### src/rtl/tone_seq_pkg.sv
// Shared constants and types for the tone sequencer: FSM state encodings,
// default widths and the note-table entry layout.
package tone_seq_pkg;

    localparam int DEF_PHASE_PRECISION = 16;
    localparam int DEF_DEPTH_LOG2      = 4;
    localparam int DEF_DUR_W           = 16;

    typedef logic [1:0] state_t;

    localparam state_t S_IDLE = 2'd0;
    localparam state_t S_LOAD = 2'd1;
    localparam state_t S_PLAY = 2'd2;
    localparam state_t S_DONE = 2'd3;

    // One note-table word as stored: increment in the upper bits, duration below.
    typedef struct packed {
        logic [DEF_PHASE_PRECISION-1:0] inc;
        logic [DEF_DUR_W-1:0]           dur;
    } note_entry_t;

endpackage

### src/rtl/tone_seq_note_table.sv
// Note table RAM: one write port and one registered read port.
// A read and a write to the same address in one cycle return the old word.
module tone_seq_note_table #(
    parameter int ADDR_W = 4,
    parameter int DATA_W = 32
) (
    input  logic              clk,
    input  logic              wr_en,
    input  logic [ADDR_W-1:0] wr_addr,
    input  logic [DATA_W-1:0] wr_data,
    input  logic [ADDR_W-1:0] rd_addr,
    output logic [DATA_W-1:0] rd_data
);

    logic [DATA_W-1:0] mem [2**ADDR_W];

    always_ff @(posedge clk) begin
        if (wr_en) begin
            mem[wr_addr] <= wr_data;
        end
        rd_data <= mem[rd_addr];
    end

endmodule

### src/rtl/tone_sequencer.sv
// Plays a table of (phase increment, duration) notes to a sine NCO.
// Define TONE_SEQ_LOOP_EN to let the loop input restart the sequence at its end.
//
// state | meaning
// IDLE  | waiting for start; outputs quiet
// LOAD  | table entry for note_idx available; tone held off for one clk
// PLAY  | tone on, remaining counts down on sample_tick
// DONE  | one-cycle done pulse, then back to IDLE
module tone_sequencer
    import tone_seq_pkg::*;
#(
    parameter int PHASE_PRECISION = DEF_PHASE_PRECISION,
    parameter int DEPTH_LOG2      = DEF_DEPTH_LOG2,
    parameter int DUR_W           = DEF_DUR_W
) (
    input  logic                       clk,
    input  logic                       reset,
    input  logic                       sample_tick,
    input  logic                       start,
    input  logic                       stop,
    input  logic [DEPTH_LOG2:0]        num_notes,
    input  logic                       loop,
    input  logic                       wr_en,
    input  logic [DEPTH_LOG2-1:0]      wr_addr,
    input  logic [PHASE_PRECISION-1:0] wr_inc,
    input  logic [DUR_W-1:0]           wr_dur,
    output logic [PHASE_PRECISION-1:0] phase_inc,
    output logic                       tone_en,
    output logic [DEPTH_LOG2-1:0]      note_idx,
    output logic                       busy,
    output logic                       done
);

    localparam int CNT_W = DEPTH_LOG2 + 1;
    localparam logic [CNT_W-1:0] MAX_NOTES = CNT_W'(2**DEPTH_LOG2);

    state_t                       state, state_nxt;
    logic [DEPTH_LOG2-1:0]        idx_nxt;
    logic [CNT_W-1:0]             notes_q, notes_nxt;
    logic [DUR_W-1:0]             remaining, remaining_nxt;
    logic [PHASE_PRECISION-1:0]   inc_nxt;
    logic                         tone_nxt, done_nxt;
    logic [PHASE_PRECISION+DUR_W-1:0] rd_data;
    logic [PHASE_PRECISION-1:0]   rd_inc;
    logic [DUR_W-1:0]             rd_dur;
    logic                         last_note, wrap;

    // Read address follows the next index so the entry is ready during LOAD.
    tone_seq_note_table #(
        .ADDR_W (DEPTH_LOG2),
        .DATA_W (PHASE_PRECISION + DUR_W)
    ) u_table (
        .clk     (clk),
        .wr_en   (wr_en && !reset),
        .wr_addr (wr_addr),
        .wr_data ({wr_inc, wr_dur}),
        .rd_addr (idx_nxt),
        .rd_data (rd_data)
    );

    assign {rd_inc, rd_dur} = rd_data;
    assign last_note = (CNT_W'(note_idx) + CNT_W'(1)) >= notes_q;

`ifdef TONE_SEQ_LOOP_EN
    assign wrap = loop;
`else
    logic unused_loop;
    assign unused_loop = loop;
    assign wrap = 1'b0;
`endif

    always_comb begin
        state_nxt     = state;
        idx_nxt       = note_idx;
        notes_nxt     = notes_q;
        remaining_nxt = remaining;
        inc_nxt       = phase_inc;
        tone_nxt      = tone_en;
        done_nxt      = 1'b0;
        if (stop) begin
            state_nxt     = S_IDLE;
            idx_nxt       = '0;
            remaining_nxt = '0;
            inc_nxt       = '0;
            tone_nxt      = 1'b0;
        end else begin
            case (state)
                S_IDLE: begin
                    if (start) begin
                        if (num_notes == '0) begin
                            done_nxt = 1'b1;
                        end else begin
                            state_nxt = S_LOAD;
                            idx_nxt   = '0;
                            notes_nxt = (num_notes > MAX_NOTES) ? MAX_NOTES : num_notes;
                        end
                    end
                end
                S_LOAD: begin
                    state_nxt     = S_PLAY;
                    inc_nxt       = rd_inc;
                    tone_nxt      = 1'b1;
                    remaining_nxt = (rd_dur == '0) ? DUR_W'(1) : rd_dur;
                end
                S_PLAY: begin
                    if (sample_tick) begin
                        if (remaining == DUR_W'(1)) begin
                            remaining_nxt = '0;
                            tone_nxt      = 1'b0;
                            if (!last_note) begin
                                idx_nxt   = note_idx + 1'b1;
                                state_nxt = S_LOAD;
                            end else if (wrap) begin
                                idx_nxt   = '0;
                                state_nxt = S_LOAD;
                            end else begin
                                state_nxt = S_DONE;
                                inc_nxt   = '0;
                                done_nxt  = 1'b1;
                            end
                        end else begin
                            remaining_nxt = remaining - 1'b1;
                        end
                    end
                end
                S_DONE: begin
                    state_nxt = S_IDLE;
                    idx_nxt   = '0;
                    inc_nxt   = '0;
                    tone_nxt  = 1'b0;
                end
                default: state_nxt = S_IDLE;
            endcase
        end
    end

    always_ff @(posedge clk) begin
        if (reset) begin
            state     <= S_IDLE;
            note_idx  <= '0;
            notes_q   <= '0;
            remaining <= '0;
            phase_inc <= '0;
            tone_en   <= 1'b0;
            busy      <= 1'b0;
            done      <= 1'b0;
        end else begin
            state     <= state_nxt;
            note_idx  <= idx_nxt;
            notes_q   <= notes_nxt;
            remaining <= remaining_nxt;
            phase_inc <= inc_nxt;
            tone_en   <= tone_nxt;
            busy      <= (state_nxt != S_IDLE);
            done      <= done_nxt;
        end
    end

endmodule

### config.mk
export PLATFORM = sky130hd
export DESIGN_NAME = tone_sequencer
export DESIGN_NICKNAME = d
export VERILOG_FILES = /design/src/rtl/tone_seq_pkg.sv /design/src/rtl/tone_seq_note_table.sv /design/src/rtl/tone_sequencer.sv
export SDC_FILE = /design/constraint.sdc
export NUM_CORES = 1
export LEC_CHECK = 0
export ABC_AREA = 0
export CAP_MARGIN = 15
export CORE_ASPECT_RATIO = 0.5
export CORE_MARGIN = 4
export CORE_UTILIZATION = 35
export DETAILED_ROUTE_END_ITERATION = 8
export DONT_BUFFER_PORTS = 1
export SYNTH_ARGS = -nofsm -noshare
export SYNTH_HDL_FRONTEND = slang
export SYNTH_SLANG_ARGS = --single-unit
### constraint.sdc
create_clock -name clk -period 4.3 [get_ports clk]
set_input_delay 1.075 -clock clk [delete_from_list [all_inputs] [get_ports clk]]
set_output_delay 1.075 -clock clk [all_outputs]
set_load 0.05 [all_outputs]
==> flow_metrics.tcl, run 1 <==
set metrics [dict create \
    status "complete, no violations" \
    die_area_sq_mm 0.0710 \
    grt_pass1_wl_um 91100 \
    hp-class "register to register" \
    clk_pin_slew_ns 0.06 \
    dr.first_iter.drc_count 1480 \
    via_per_inst 5.62 \
    rsz0062_at_grt "no" \
    utilization_pct 40.7 \
    power.internal_uw 8950 \
    overflow 0 \
    vias 14200 \
    io_pins 71 \
    routedWlPerCell_um 24.1 \
    p_seq_share_pct 56.6 \
    setup.worst_path.start_class "register" \
    die_y_um 190 \
    numCtsBuffers 54 \
    nets 1649 \
    ir_worst_vdd_mv 0.272 \
    critPathMaxStageDelay_ns 0.68 \
    tightest_slew_ns 0.898 \
    post_cts_buffers 0 \
    drive_gt1_share_pct 15.2 \
    synthFlopType "edfxtp_1" \
    yosysSeqAreaShare_pct 72.7 \
    crit_family "compound AO/OA/AOI/OAI gates" \
    std_cell_rows 66 \
    crit_chain "buf_4, nand3_1, xnor2_1, ha_1, and2_1, a2111oi_4, a21oi_1, buf_4, nor2_4, nor2_2, buf_4, a2111oi_0, nor4_1" \
    syn_nets 1628 \
    slew_viol_final 0 \
    critPathSlowestCell "a2111oi_0" \
    port_buffers 0 \
    remaining_drc_errors 0 \
    instances_no_fill 2524 \
    min_path_cells 1 \
    slew_headroom_pct 40.2 \
    die_x_um 373 \
    drt_pass1_iterations 5 \
    postCtsHoldBufs 0 \
    clkPwrFrac_pct 42.0 \
    finalSetupTns_ns 0 \
    min_period_ns 4.00 \
    insertion_delay_ns 0.60 \
    cp_num_cells 13 \
    first_global_vias 14100 \
    max-clock-path-buffers 3 \
    layout-area-overhead-vs-synth_pct 14.3 \
    crit_arrival_ns 4.42 \
    grt_max_degree 64 \
    ys_types 75 \
    yosys_warnings 0 \
    clock-root-buffer "clkbuf_16" \
    netlist_instances 1572 \
    setup_viol 0 \
    grt_usage_pct 16.8 \
    p_total_uw 11200 \
    ant_nets 0 \
    synth_edf_count 512 \
    totalWireLength_um 60900 \
    fmax_mhz 250 \
    synthArstFlopShare_pct 0 \
    dp.cells 2421 \
    ys_seq_elements 590 \
    post-route-period-util_pct 93.0 \
    cts_tree "built" \
    combPwrFrac_pct 1.4 \
    finalClockSkew_ns 0.0283 \
    antenna_found_initial 0 \
    path_common_cell "buf_4" \
    syn_area_sq_mm 0.0233 \
    gp_congestion 0.778 \
    switching_share_pct 19.8 \
    htreeDepth 2 \
    cp-end-kind "register" \
    hpwl_um 34800 \
    path_max_fanout 14 \
    reg2regPathDepth 13 \
    power.density_mw_per_mm2 420 \
    core_sq_mm 0.0654 \
    p_leak_uw 0.00853 \
    cp.required_ns 4.72 \
    hold_violations 0 \
    start_util_pct 35.6 \
    p_sw_uw 2210 \
    synthesis.area_per_instance_sq_um 14.8 \
    cp_num_buf_inv 3 \
    cts_sinks 590 \
    cap_viol_max_count 0 \
    critPathKind "register to register" \
]
-- metal layers --
metal / vias up / global-route usage [%] / share of wire, %
met2: 498 / 27.7 / 47
met4: 0 / 5.21 / 2.8
li1: 6348 / - / -
met1: 7243 / 22.4 / 43
met3: 100 / 3.51 / 7.2
met5: - / 0 / 0
-- metrics by stage --
stage | setup WS, ns | instance area, sq um | hold WS (ns)
after floorplan | 0.0339 | 23300 | 0.420
after global routing | 0.0326 | 26600 | 0.454
after CTS | 0.186 | 26600 | 0.442
final | 0.300 | 26600 | 0.440
after global placement | 0.167 | 24900 | 0.424
after detailed placement | 0.240 | 24900 | 0.429
-- final cells by class --
type / count / area [sq um]
tap: 884 / 1110
antenna: 1 / 2.50
timing repair buffer: 81 / 833
clock inverter: 23 / 262
sequential: 590 / 16900
clock buffer: 79 / 1470
fill: 5955 / 38800
inverter: 10 / 37.5
multi-input combinational: 856 / 5980
-- power groups by stage --
stage                     logic (uW)  registers (uW)  clock network (uW)
final                            159            6320                4690
after global routing             174            6320                5040
after CTS                        159            6320                4760
after detailed placement         159            6440                   0
after global placement           157            6440                   0
after floorplan                  107            6430                   0
-- placed cells by master (no fill, tap or decap), types with 4 or more instances in the layout --
cell type / Yosys / routed
o31a_1: 31 / 31
nand2_1: 57 / 55
edfxtp_1: 512 / 512
or3_1: 6 / 6
nor2b_1: 6 / 6
nor3_2: 2 / 4
a2111oi_0: 30 / 28
a21oi_1: 87 / 86
a221oi_1: 32 / 32
nor2_4: 0 / 16
bufinv_16: 0 / 4
dfxtp_1: 78 / 78
buf_4: 11 / 63
nor4_1: 32 / 32
a22oi_1: 7 / 7
nor4_2: 9 / 9
clkinv_2: 0 / 8
o21ai_0: 40 / 40
o22ai_1: 32 / 32
nor2_1: 65 / 50
o21ai_1: 11 / 11
mux2_2: 44 / 44
and3_1: 38 / 38
a22o_1: 16 / 16
and4_1: 30 / 30
a32o_1: 31 / 31
buf_12: 0 / 18
clkinv_1: 0 / 6
nand3_1: 73 / 70
mux2_1: 18 / 18
nand2b_1: 11 / 11
a21o_1: 4 / 4
clkbuf_1: 85 / 23
inv_1: 10 / 9
clkbuf_16: 0 / 54
nor3_1: 75 / 71
ha_1: 8 / 8
-- synthesized netlist by cell type (3+ instances only) --
| cell type | n | area share (%) |
|---|---|---|
| a2111oi_0 | 30 | 1.1 |
| a211oi_1 | 3 | 0.097 |
| a21boi_0 | 3 | 0.097 |
| a21o_1 | 4 | 0.13 |
| a21oi_1 | 87 | 1.9 |
| a221oi_1 | 32 | 1.2 |
| a22o_1 | 16 | 0.60 |
| a22oi_1 | 7 | 0.23 |
| a32o_1 | 31 | 1.3 |
| and3_1 | 38 | 1.0 |
| and4_1 | 30 | 1.1 |
| buf_2 | 15 | 0.32 |
| buf_4 | 11 | 0.35 |
| buf_6 | 4 | 0.19 |
| clkbuf_1 | 85 | 1.4 |
| dfxtp_1 | 78 | 6.7 |
| edfxtp_1 | 512 | 66 |
| ha_1 | 8 | 0.43 |
| inv_1 | 10 | 0.16 |
| mux2_1 | 18 | 0.87 |
| mux2_2 | 44 | 2.1 |
| mux2i_1 | 3 | 0.13 |
| nand2_1 | 57 | 0.92 |
| nand2b_1 | 11 | 0.30 |
| nand3_1 | 73 | 1.6 |
| nor2_1 | 65 | 1.0 |
| nor2b_1 | 6 | 0.16 |
| nor3_1 | 75 | 1.6 |
| nor4_1 | 32 | 0.86 |
| nor4_2 | 9 | 0.48 |
| o211ai_1 | 3 | 0.097 |
| o21ai_0 | 40 | 0.86 |
| o21ai_1 | 11 | 0.24 |
| o22ai_1 | 32 | 0.86 |
| o2bb2ai_1 | 3 | 0.11 |
| o31a_1 | 31 | 1.2 |
| or3_1 | 6 | 0.16 |
| xor2_1 | 3 | 0.11 |
-- timing repair --
item	4_1_cts	5_1_grt
endpoints found under the setup margin	0	2
endpoints found under the hold margin	0	0
gates resized for setup	0	2
-- path summary, 6_finish.rpt --
kind | slack (ns) | from | to
max | 0.30 | note_idx[0] | u_table.rd_data[4]
max reg2reg | 0.30 | note_idx[0] | u_table.rd_data[4]
min | 0.44 | u_table.rd_data[16] | phase_inc[0]
min reg2reg | 0.44 | u_table.rd_data[16] | phase_inc[0]
-- sequential cells by signal, summed over array words and instances, names as in the netlist --
register,flops
u_table.mem,512
done,1
tone_en,1
u_table.rd_data,32
remaining,16
busy,1
state,2
notes_q,5
phase_inc,16
note_idx,4
-- cells by family (layout without fill, tap and decap cells) --
group,Yosys count,count (layout),share of synthesized area [%]
compound gates,359,359,11.2
xor+xnor,4,4,0.150
fa+ha+maj,8,8,0.430
buf+inv,126,193,2.42
flops,590,590,72.7
mux,65,65,3.13
other cells,0,1,0
simple gates,420,420,9.93
-- worst register-to-register path, cell delays in order, from the launching register on --
cell and delay [ns]:
dfxtp_1 0.37, buf_4 0.24, nand3_1 0.11, xnor2_1 0.24, ha_1 0.27, and2_1 0.22, a2111oi_4 0.53, a21oi_1 0.16
buf_4 0.17, nor2_4 0.32, nor2_2 0.09, buf_4 0.23, a2111oi_0 0.69, nor4_1 0.17
Note: power is estimated with default switching activity, not from simulation.
==> inputs of run 2 (changes only) <==
Settings changed: HOLD_SLACK_MARGIN set to 0.1.
Clock period 4.3 ns to 3.7 ns, I/O delays scaled along.
==> run 2 against run 1 <==
Fmax increased by 12%. Core utilization is 1.8 points higher. Final area grew 4.4%. Critical path depth grew 3. Clock power rose by 19%. Combinational power is 23% higher. Sequential power grew 16%. Final cell count is 3.8% higher. Largest power group unchanged.
==> flow_metrics.tcl, run 2 (synthesis gave the netlist of run 1 again) <==
set metrics [dict create \
    hp-class "input port to register" \
    clock-root-buffer "clkbuf_16" \
    ant_nets 0 \
    layout-area-overhead-vs-synth_pct 19.4 \
    cp-end-kind "register" \
    post-route-period-util_pct 96.9 \
    routedWlPerCell_um 24.2 \
    critPathKind "register to register" \
    ir_worst_vdd_mv 0.399 \
    critPathMaxStageDelay_ns 0.50 \
    cts_tree "built" \
    grt_pass1_wl_um 93200 \
    clk_pin_slew_ns 0.06 \
    largest_reg_flops 512 \
    core_sq_mm 0.0654 \
    hpwl_um 37100 \
    std_cell_rows 66 \
    fmax_mhz 279 \
    via_per_inst 5.62 \
    antenna_cells 0 \
    io_pins 71 \
    seq_area_sq_mm 0.0169 \
    insertion_delay_ns 0.60 \
    antenna_found_initial 0 \
    die_y_um 190 \
    htreeDepth 2 \
    drive_gt1_share_pct 22.1 \
    path_common_cell "buf_4" \
    crit_arrival_ns 4.07 \
    tightest_slew_ns 0.919 \
    layout_top_registers "u_table.mem x512, u_table.rd_data x32" \
    totalWireLength_um 63500 \
    min_period_ns 3.58 \
    nets 1746 \
    layout_common_cells "edfxtp_1, buf_4, a21oi_1" \
    slew_headroom_pct 38.7 \
    vias 14700 \
    p_leak_uw 0.00915 \
    die_area_sq_mm 0.0710 \
    numCtsBuffers 54 \
    postCtsHoldBufs 0 \
    start_util_pct 35.6 \
    stdcell_area_sq_mm 0.0278 \
    power.density_mw_per_mm2 471 \
    drt_pass1_iterations 6 \
    slew_viol_final 0 \
    multi_input_area_sq_mm 0.00621 \
    remaining_drc_errors 0 \
    path_max_fanout 9 \
    dr.first_iter.drc_count 1553 \
    critPathSlowestCell "a2111oi_1" \
    grt_max_degree 51 \
    fin_ws_ns 0.116 \
    placed_area_sq_mm 0.0256 \
    finalClockSkew_ns 0.0144 \
    gp_congestion 0.784 \
    setup_viol 0 \
    port_buffers 0 \
    setup.worst_path.start_class "register" \
    layout_commonest_cell "edfxtp_1" \
    status "complete, no violations" \
    cp.required_ns 4.18 \
    max-clock-path-buffers 3 \
    hold_violations 0 \
    max_flop_register "u_table.mem" \
    cts_sinks 590 \
    crit_chain "ha_2, xor2_1, ha_1, a21oi_2, o21ai_2, buf_4, a2111oi_4, buf_4, a21boi_4, nor2_4, nor2_2, buf_4, buf_4, a2111oi_1, buf_4, nor4_2" \
    post-place-ws_ns -0.235 \
    first_global_vias 14500 \
    grt_usage_pct 17.2 \
    die_x_um 373 \
    overflow 0 \
    cap_viol_max_count 0 \
    nFillCells 5807 \
]
==> run 2: cell types whose count changed in the layout (fill, tap and decap cells not counted), moves of 5 or more <==
cell | previous run | this run
buf_4 | 63 | 142
a2111oi_0 | 28 | 8
a2111oi_2 | 0 | 11
buf_12 | 18 | 27
a2111oi_1 | 2 | 9
nor4_1 | 32 | 26
buf_6 | 0 | 5
clkbuf_8 | 2 | 7
nor4_2 | 9 | 14
==> run 2: final cells by class <==
type                            count  share of cell area [%]
Clock buffer                       81                    5.55
Sequential cell                   590                    60.9
Multi-Input combinational cell    856                    22.3
Clock inverter                     20                   0.774
Inverter                           10                   0.135
Timing Repair Buffer              178                    6.30
Tap cell                          884                    3.98
==> run 2: metrics by stage <==
| stage | setup TNS (ns) | std cells | util [%] | total power, uW | hold WS [ns] |
|---|---|---|---|---|---|
| floorplan | 0 | 1572 | - | 7600 | 0.420 |
| global placement | -0.962 | 2501 | 39.2 | 7670 | 0.422 |
| detailed placement | -1.18 | 2501 | 39.2 | 7680 | 0.425 |
| CTS | 0 | 2603 | 41.9 | 13200 | 0.360 |
| global route | -0.0203 | 2619 | 42.5 | 13500 | 0.365 |
| finish | 0 | 2619 | 42.5 | 13100 | 0.387 |
==> run 2: repair_timing <==
action	4_1_cts	5_1_grt
endpoints found under the setup margin	19	32
endpoints found under the hold margin	0	0
cloned	0	3
resized for setup	14	53
pin swaps	1	6
buffers inserted	1	13
==> run 2: worst max-delay path: cells and delay by family, from the launching register on <==
| kind | cells | cell delay, ns |
|---|---|---|
| buf+inv | 5 | 0.97 |
| compound gates | 5 | 1.12 |
| flops | 1 | 0.36 |
| fa+ha+maj | 2 | 0.49 |
| simple gates | 3 | 0.35 |
| xor+xnor | 1 | 0.15 |
==> run 2: worst paths after layout <==
check / slack, ns / start / end / depth (start not counted)
worst min-delay path: 0.39 / reset / note_idx[2] / 1
worst max register to register: 0.12 / note_idx[1] / u_table.rd_data[31] / 16
worst min register to register: 0.44 / u_table.rd_data[30] / phase_inc[14] / 1
worst max-delay path: 0.12 / note_idx[1] / u_table.rd_data[31] / 16
==> run 2: power by group <==
part / total, uW / internal [uW] / switching [uW]
Clock: 5560 / 3120 / 2440
Combinational: 196 / 60.2 / 135
Sequential: 7340 / 7300 / 36.9
==> run 2: metal layers <==
| layer | GRT usage, % | routed length [um] |
|---|---|---|
| met1 | 23.4 | 27200 |
| met2 | 28.9 | 30000 |
| met4 | 4.33 | 1460 |
| met3 | 3.04 | 4810 |
| met5 | 0 | 0 |
